File: src/rtl/mem_rr_arbiter_pkg.sv
// Shared types and constants for the two-port round-robin memory arbiter.
package mem_arb_pkg;

    localparam int WIDTH_DEF      = 16;
    localparam int ADDR_WIDTH_DEF = 8;

    localparam int P0 = 0;
    localparam int P1 = 1;

    typedef enum logic {
        ST_IDLE = 1'b0,
        ST_BUSY = 1'b1
    } state_e;

    typedef struct packed {
        logic                      wr_rd;
        logic [ADDR_WIDTH_DEF-1:0] addr;
        logic [WIDTH_DEF-1:0]      wdata;
    } mem_req_t;

endpackage

File: src/rtl/mem_rr_arbiter_pick.sv
// Combinational two-way round-robin picker; last_grant_i is the index of the previous winner.
module mem_rr_pick (
    input  logic [1:0] req_i,
    input  logic       last_grant_i,
    output logic [1:0] gnt_o
);

    always_comb begin
        gnt_o = req_i;
        if (req_i == 2'b11) begin
            gnt_o = last_grant_i ? 2'b01 : 2'b10;
        end
    end

endmodule

File: src/rtl/mem_rr_arbiter.sv
// Two-requester round-robin arbiter in front of one single-port memory, with a ready watchdog.
module mem_rr_arbiter
    import mem_arb_pkg::*;
#(
    parameter int WIDTH      = WIDTH_DEF,
    parameter int ADDR_WIDTH = ADDR_WIDTH_DEF,
    parameter int TIMEOUT    = 64
) (
    input  logic                  clk_i,
    input  logic                  rst_i,

    input  logic                  p0_valid_i,
    input  logic                  p0_wr_rd_i,
    input  logic [ADDR_WIDTH-1:0] p0_addr_i,
    input  logic [WIDTH-1:0]      p0_wdata_i,
    output logic                  p0_ready_o,
    output logic [WIDTH-1:0]      p0_rdata_o,
    output logic                  p0_rsp_valid_o,
    output logic                  p0_rsp_err_o,

    input  logic                  p1_valid_i,
    input  logic                  p1_wr_rd_i,
    input  logic [ADDR_WIDTH-1:0] p1_addr_i,
    input  logic [WIDTH-1:0]      p1_wdata_i,
    output logic                  p1_ready_o,
    output logic [WIDTH-1:0]      p1_rdata_o,
    output logic                  p1_rsp_valid_o,
    output logic                  p1_rsp_err_o,

    output logic                  mem_valid_o,
    output logic                  mem_wr_rd_o,
    output logic [ADDR_WIDTH-1:0] mem_addr_o,
    output logic [WIDTH-1:0]      mem_wdata_o,
    input  logic [WIDTH-1:0]      mem_rdata_i,
    input  logic                  mem_ready_i,

    output logic                  busy_o,
    output logic [1:0]            grant_o
);

    localparam int WD_W    = (TIMEOUT > 1) ? $clog2(TIMEOUT) : 1;
    localparam int WD_LAST = (TIMEOUT > 0) ? TIMEOUT - 1 : 0;

    state_e                state_q;
    logic                  last_q;
    logic [1:0]            grant_q;
    logic                  mem_wr_rd_q;
    logic [ADDR_WIDTH-1:0] mem_addr_q;
    logic [WIDTH-1:0]      mem_wdata_q;
    logic [WD_W-1:0]       wd_q;
    logic [1:0]            rsp_valid_q;
    logic [1:0]            rsp_err_q;
    logic [WIDTH-1:0]      p0_rdata_q;
    logic [WIDTH-1:0]      p1_rdata_q;

    logic [1:0]            req;
    logic [1:0]            gnt;
    logic                  idle;
    logic                  wd_expire;
    logic                  xfer_ok;
    logic                  xfer_to;
    logic                  done;
    logic                  sel_wr_rd;
    logic [ADDR_WIDTH-1:0] sel_addr;
    logic [WIDTH-1:0]      sel_wdata;
    logic [WIDTH-1:0]      rsp_rdata_d;

    assign req = {p1_valid_i, p0_valid_i};

    mem_rr_pick u_pick (
        .req_i        (req),
        .last_grant_i (last_q),
        .gnt_o        (gnt)
    );

    assign idle       = (state_q == ST_IDLE);
    assign p0_ready_o = idle & gnt[P0];
    assign p1_ready_o = idle & gnt[P1];

    assign sel_wr_rd = gnt[P1] ? p1_wr_rd_i : p0_wr_rd_i;
    assign sel_addr  = gnt[P1] ? p1_addr_i  : p0_addr_i;
    assign sel_wdata = gnt[P1] ? p1_wdata_i : p0_wdata_i;

    // A ready on the expiry cycle wins over the watchdog.
    assign wd_expire   = (TIMEOUT > 0) && (wd_q == WD_LAST[WD_W-1:0]);
    assign xfer_ok     = !idle && mem_ready_i;
    assign xfer_to     = !idle && !mem_ready_i && wd_expire;
    assign done        = xfer_ok || xfer_to;
    assign rsp_rdata_d = (xfer_ok && !mem_wr_rd_q) ? mem_rdata_i : '0;

    always_ff @(posedge clk_i or negedge rst_i) begin
        if (!rst_i) begin
            state_q     <= ST_IDLE;
            last_q      <= 1'b1;
            grant_q     <= '0;
            mem_wr_rd_q <= 1'b0;
            mem_addr_q  <= '0;
            mem_wdata_q <= '0;
            wd_q        <= '0;
            rsp_valid_q <= '0;
            rsp_err_q   <= '0;
            p0_rdata_q  <= '0;
            p1_rdata_q  <= '0;
        end else begin
            rsp_valid_q <= 2'b00;
            if (state_q == ST_IDLE) begin
                if (|req) begin
                    state_q     <= ST_BUSY;
                    grant_q     <= gnt;
                    last_q      <= gnt[P1];
                    mem_wr_rd_q <= sel_wr_rd;
                    mem_addr_q  <= sel_addr;
                    mem_wdata_q <= sel_wdata;
                    wd_q        <= '0;
                end
            end else if (done) begin
                state_q     <= ST_IDLE;
                grant_q     <= '0;
                mem_wr_rd_q <= 1'b0;
                mem_addr_q  <= '0;
                mem_wdata_q <= '0;
                rsp_valid_q <= grant_q;
                if (grant_q[P0]) begin
                    p0_rdata_q    <= rsp_rdata_d;
                    rsp_err_q[P0] <= xfer_to;
                end
                if (grant_q[P1]) begin
                    p1_rdata_q    <= rsp_rdata_d;
                    rsp_err_q[P1] <= xfer_to;
                end
            end else begin
                wd_q <= wd_q + 1'b1;
            end
        end
    end

    assign busy_o         = (state_q == ST_BUSY);
    assign grant_o        = grant_q;
    assign mem_valid_o    = (state_q == ST_BUSY);
    assign mem_wr_rd_o    = mem_wr_rd_q;
    assign mem_addr_o     = mem_addr_q;
    assign mem_wdata_o    = mem_wdata_q;
    assign p0_rsp_valid_o = rsp_valid_q[P0];
    assign p1_rsp_valid_o = rsp_valid_q[P1];
    assign p0_rsp_err_o   = rsp_err_q[P0];
    assign p1_rsp_err_o   = rsp_err_q[P1];
    assign p0_rdata_o     = p0_rdata_q;
    assign p1_rdata_o     = p1_rdata_q;

endmodule

File: config.mk
export PLATFORM = sky130hd
export DESIGN_NAME = mem_rr_arbiter
export DESIGN_NICKNAME = d
export VERILOG_FILES = /design/src/rtl/mem_rr_arbiter_pkg.sv /design/src/rtl/mem_rr_arbiter_pick.sv /design/src/rtl/mem_rr_arbiter.sv
export SDC_FILE = /design/constraint.sdc
export NUM_CORES = 1
export LEC_CHECK = 0
export ABC_AREA = 0
export BUFFER_PORTS_ARGS = -buffer_cell sky130_fd_sc_hd__buf_2
export CORE_ASPECT_RATIO = 1.5
export CORE_MARGIN = 5
export CORE_UTILIZATION = 40
export DETAILED_ROUTE_END_ITERATION = 6
export HOLD_SLACK_MARGIN = 0.15
export PLACE_DENSITY = 0.68
export SKIP_CTS_REPAIR_TIMING = 1
export SLEW_MARGIN = 20
export SYNTH_ARGS = -nofsm -noshare
export SYNTH_HDL_FRONTEND = slang
export SYNTH_SLANG_ARGS = --single-unit
File: constraint.sdc
create_clock -name clk_i -period 1.95 [get_ports clk_i]
set_input_delay 0.39 -clock clk_i [delete_from_list [all_inputs] [get_ports clk_i]]
set_output_delay 0.39 -clock clk_i [all_outputs]
set_load 0.02 [all_outputs]
Word-level counts from Yosys, hierarchy flattened

Index checks and enable logic that the tools add are counted.
Widths: inputs -> output; s select.

Add/sub/neg operators: 1
Eq/ne operators: 4
Bitwise operators: 3
Multiplexer cells: 26
Reductions and logical operators: 14

Operator list:

| cell                | count |
|---|---|
| $mux 16             | 5 |
| $mux 8              | 4 |
| $mux 6              | 3 |
| $mux 2              | 7 |
| $mux 1              | 7 |
| $add 6x1->6 const B | 1 |
| $eq 6x6->1 const B  | 1 |
| $reduce_and 2->1    | 3 |
| $reduce_and 3->1    | 2 |
| $logic_and 1x1->1   | 4 |
| $and 1x1->1         | 2 |
| $eq 2x2->1 const B  | 1 |
| $logic_not 1->1     | 2 |
| $ne 2x1->1 const B  | 1 |
| $ne 2x2->1 const B  | 1 |
| $reduce_bool 2->1   | 1 |
| $reduce_or 2->1     | 1 |
| $logic_or 1x1->1    | 1 |
| $not 1->1           | 1 |

Register bits: 71
Output and inout bits: 67

Longest topological paths before layout

Depth after elaboration: 6
Depth in mapped cells: 6
Depth with buffers taken out: 4

Hierarchy

Synthesis repeated with hierarchy kept, for this count alone.

Cell total of the unflattened synthesis: 361
Area total of the unflattened synthesis: 3731.1 sq um

By module, submodules not included:

| module         | times used | cells an instance | area each (sq um) |
|---|---|---|---|
| mem_rr_arbiter | 1          | 358               | 3712.3 |
| mem_rr_pick    | 1          | 3                 | 18.8 |

Worst setup path before layout

No wires, ideal clock.

Kind: register to output
Start point: register state_q, in the netlist busy_o
End point: output port p0_ready_o
Data arrival time: 1368 ps
Path slack: 192 ps
Buffers on the path: 4
Data required time: 1560 ps
Stages on the path, launching flop included: 6
Cells stage by stage: dfrtp_1 > buf_6 > buf_6 > buf_2 > buf_2 > nor2_1

Cells in the longest elaborated chain, start to end: 2

RTL lines:

| element                    | RTL line              | text |
|---|---|---|
| start, declared            | mem_rr_arbiter.sv:44  | `state_e state_q;` |
| start signal, assigned     | mem_rr_arbiter.sv:93  | `state_q <= ST_IDLE;` |
| start signal, assigned     | mem_rr_arbiter.sv:108 | `state_q <= ST_BUSY;` |
| start signal, assigned     | mem_rr_arbiter.sv:117 | `state_q <= ST_IDLE;` |
| $not 1->1 (no source line) | -                     |  |
| $and 1x1->1                | mem_rr_arbiter.sv:77  | `assign p0_ready_o = idle & gnt[P0];` |
| end, declared              | mem_rr_arbiter.sv:16  | `output logic p0_ready_o,` |

No other way between the ends.

Worst setup path in the final report

Start point: register state_q, in the netlist busy_o
End point: output port p1_ready_o

Cells in the longest elaborated chain, start to end: 2

RTL lines:

| element                    | RTL line             | text |
|---|---|---|
| $not 1->1 (no source line) | -                    |  |
| $and 1x1->1                | mem_rr_arbiter.sv:78 | `assign p1_ready_o = idle & gnt[P1];` |
| end, declared              | mem_rr_arbiter.sv:25 | `output logic p1_ready_o,` |

No other way between the ends.

==> results by group <==
Synth
  – Primary FF master, synth: dfrtp_1
  – Post-Synthesis Net Count: slightly below 400
  – Yosys reg bits: 71
  – Leading area contributor after synthesis: dfrtp_1
  – Ranking of synthesized cells by area: dfrtp_1, a22oi_1, a32oi_1
  – Synth Cell Area: between 3000 and 4000 um2
  – Post-synthesis cell type count: 40
  – Post-synth EDFFs: 0
  – Top-count cell post-synth: dfrtp_1
  – Avg Cell Area, Syn: about 11 um2
  – Sequential share of the synthesized area: 52.0%
  – Synth top area share: between 50% and 60%
  – Post-synth top cells: dfrtp_1, inv_1, a22oi_1
  – Ys Warns: 0
  – Synth Instances: 315
  – Post-synth ARST share: 100%

Place
  – Placed Area: 4140 um2
  – PortBufs: between 100 and 150
  – Routability congestion estimate: 0.852
  – Hpwl dp: 6.63 mm

Pwr
  – Clock power frac: 33.7%
  – Combinational fraction of design power: 26.5%
  – Switching share of power: 33.1%
  – Sequential share of power: 39.7%
  – Int Pwr: 3.20 mW
  – PwrDens: around 1100 nW/um2
  – VDD IR max: 0.726 mV
  – P_sw: 1.58 mW
  – Leak: 2.22 nW

Route
  – Iteration-0 DRC Markers: 157
  – WL/cell: 16.8 um
  – Top Metal Used: met4
  – Detail Route Antenna Nets: 0
  – DR pass1 iterations: 4
  – WL final: 9.38 mm
  – Vias per cell: 5.44
  – WL met2: 4.41 mm
  – DRC: 0
  – WL met1: a little under 4 mm
  – WL met3: 924 um
  – Via count: 3028

Final layout
  – Fill cells: 739
  – Final std cell area, no fill: around 4500 um2
  – Layout cells sized above 1: between 30% and 40%
  – Final Util: 53.2%
  – Area grow syn2layout: 30.2%
  – # nets final: 517
  – Antenna cells: 0

Clock tree
  – H-tree Lvls: 3
  – CTS root buf: clkbuf_16
  – Worst skew pair latency: roughly 0.33 ns
  – CTS Buf Count: 9
  – CTS max path bufs: 2
  – Clk sinks: 71
  – Clock-pin slew on the worst setup and hold paths: 0.06 ns
  – CTS tree: yes

Global route
  – First-pass GRT wire length: 15.4 mm
  – GR Overflow Total: 0
  – Vias in the first global route: 3045
  – GRT Total Usage: approximately 18%
  – Pin count of the biggest net entering global routing: 72
  – Initial antenna violation count: 0

Floorplan
  – Starting Density: 40.9%
  – Io pins: 138
  – Die ar.: 10500 um2
  – FP Rows: 41
  – Die height: 123 um
  – Core area: approximately 8400 um2
  – Chip width: 85.5 um

Setup path
  – Worst Setup Start Kind: flop
  – Reg2Reg Launch Point: wd_q[0]
  – Data arrival, critical path: 1.41 ns
  – Setup slack, reg-to-reg: 0.22 ns
  – Worst Setup EP: p1_ready_o
  – CP Data Required Time: 1.56 ns
  – Path depth of the worst reg2reg path: 5
  – Worst-path fanout max: 24
  – Critical path endpoint category: output port
  – CP Launch Point: busy_o
  – Setup CP Type: reg -> out
  – Reg2reg end: mem_wdata_o[15]

Outcome
  – Status: finished clean

STA
  – Max Clk Rate: 556 MHz
  – Tcrit/Tclk final: roughly 92%
  – Min Tclk post-route: 1.80 ns
  – Slew @ Worst Pin: approximately 0.69 ns
  – Unrepaired setup endpoints after global routing: no
  – Final hold violation count: 0
  – Total Negative Setup Slacks: 0 ns
  – Final setup violation count: 0
  – Relative slew slack: roughly 54%
  – Max Transition Viols Final: 0
  – Clock Skew: 0.00708 ns

Worst hold path
  – Worst min path class: in -> reg

Run
  – Maxcap violations: 0
-- power groups by stage --
stage / registers (mW) / logic [mW] / clock network (mW)
after floorplan: 2.15 / 0.593 / 0
after global placement: 1.92 / 1.25 / 0
after detailed placement: 1.92 / 1.29 / 0
after CTS: 1.90 / 1.28 / 1.66
after global routing: 1.93 / 1.40 / 1.72
final: 1.90 / 1.27 / 1.61
-- cells by family after synthesis --
group                      after synthesis  synth area share, %
adders and majority gates                1                0.366
buffers and inverters                   64                 10.0
DFF                                     71                 52.0
AOI/OAI and AO/OA                      140                 30.8
and+or+nand+nor                         39                 6.77
-- cells in the final DEF (no fill, tap or decap), types with 2 or more instances in the layout --
cell,instances
a211oi_1,3
a21oi_1,7
a22oi_1,32
a31oi_1,2
a32oi_1,25
and3_1,2
and4b_1,4
buf_12,3
buf_2,137
buf_4,8
clkbuf_16,9
clkinvlp_4,3
dfrtp_1,70
inv_1,34
nand2_1,7
nand3_1,2
nand4_1,2
nor2_1,6
nor2b_1,3
nor3_1,5
nor4b_1,2
o21ai_0,14
o21ai_1,22
o22a_1,3
o2bb2ai_1,23
o2bb2ai_2,3
-- how the worst min path moves through the flow --
stage	from	to	slack, ns	cells past startpoint
6_report	mem_rdata_i[10]	p0_rdata_o[10]	0.30	3
5_1_grt	mem_rdata_i[13]	p1_rdata_o[13]	0.31	3
4_1_cts	rst_i	mem_addr_o[4]	0.1	2
3_5_place_dp	rst_i	mem_addr_o[4]	0.45	2
3_3_place_gp	rst_i	mem_addr_o[6]	0.45	2
2_1_floorplan	rst_i	busy_o	0.09	0
-- layer usage --
metal / vias to the layer above / GRT usage (%)
met4: 0 / 5.94
met3: 6 / 5.73
met5: - / 0
met2: 135 / 30.2
li1: 1448 / -
met1: 1439 / 23.3
-- metrics by stage --
stage          worst slack (ns)  power [mW]  instances  hold WS, ns
2_1_floorplan             0.192        2.75        315       0.0944
3_3_place_gp              0.324        3.16        540        0.448
3_5_place_dp              0.250        3.21        540        0.447
4_1_cts                   0.117        4.84        556       0.0976
5_1_grt                  0.0211        5.05        557        0.307
6_report                  0.152        4.79        557        0.304
-- registers in the layout (all words and copies together) (netlist names) --
| name | count |
|---|---|
| rsp_err_q | 2 |
| p1_rdata_o | 16 |
| mem_wdata_o | 16 |
| mem_wr_rd_o | 1 |
| grant_o | 2 |
| last_q | 1 |
| p0_rdata_o | 16 |
| busy_o | 1 |
| rsp_valid_q | 2 |
| mem_addr_o | 8 |
| wd_q | 6 |
-- critical path, stage by stage (launching register included) --
cell and delay (ns):
dfrtp_1 0.46, buf_4 0.25, nor2b_1 0.18, buf_2 0.19
-- final cells by class --
cell class	count	area (um2)	share of cell area, %
flip-flops and latches	71	1780	39.9
multi-input cells	180	1300	29.1
repair buffers	149	816	18.3
clock buffers	10	229	5.14
well taps	107	134	3.01
inverters	34	128	2.87
clock inverters	6	70.1	1.57
Note: power is estimated with default switching activity, not from simulation.
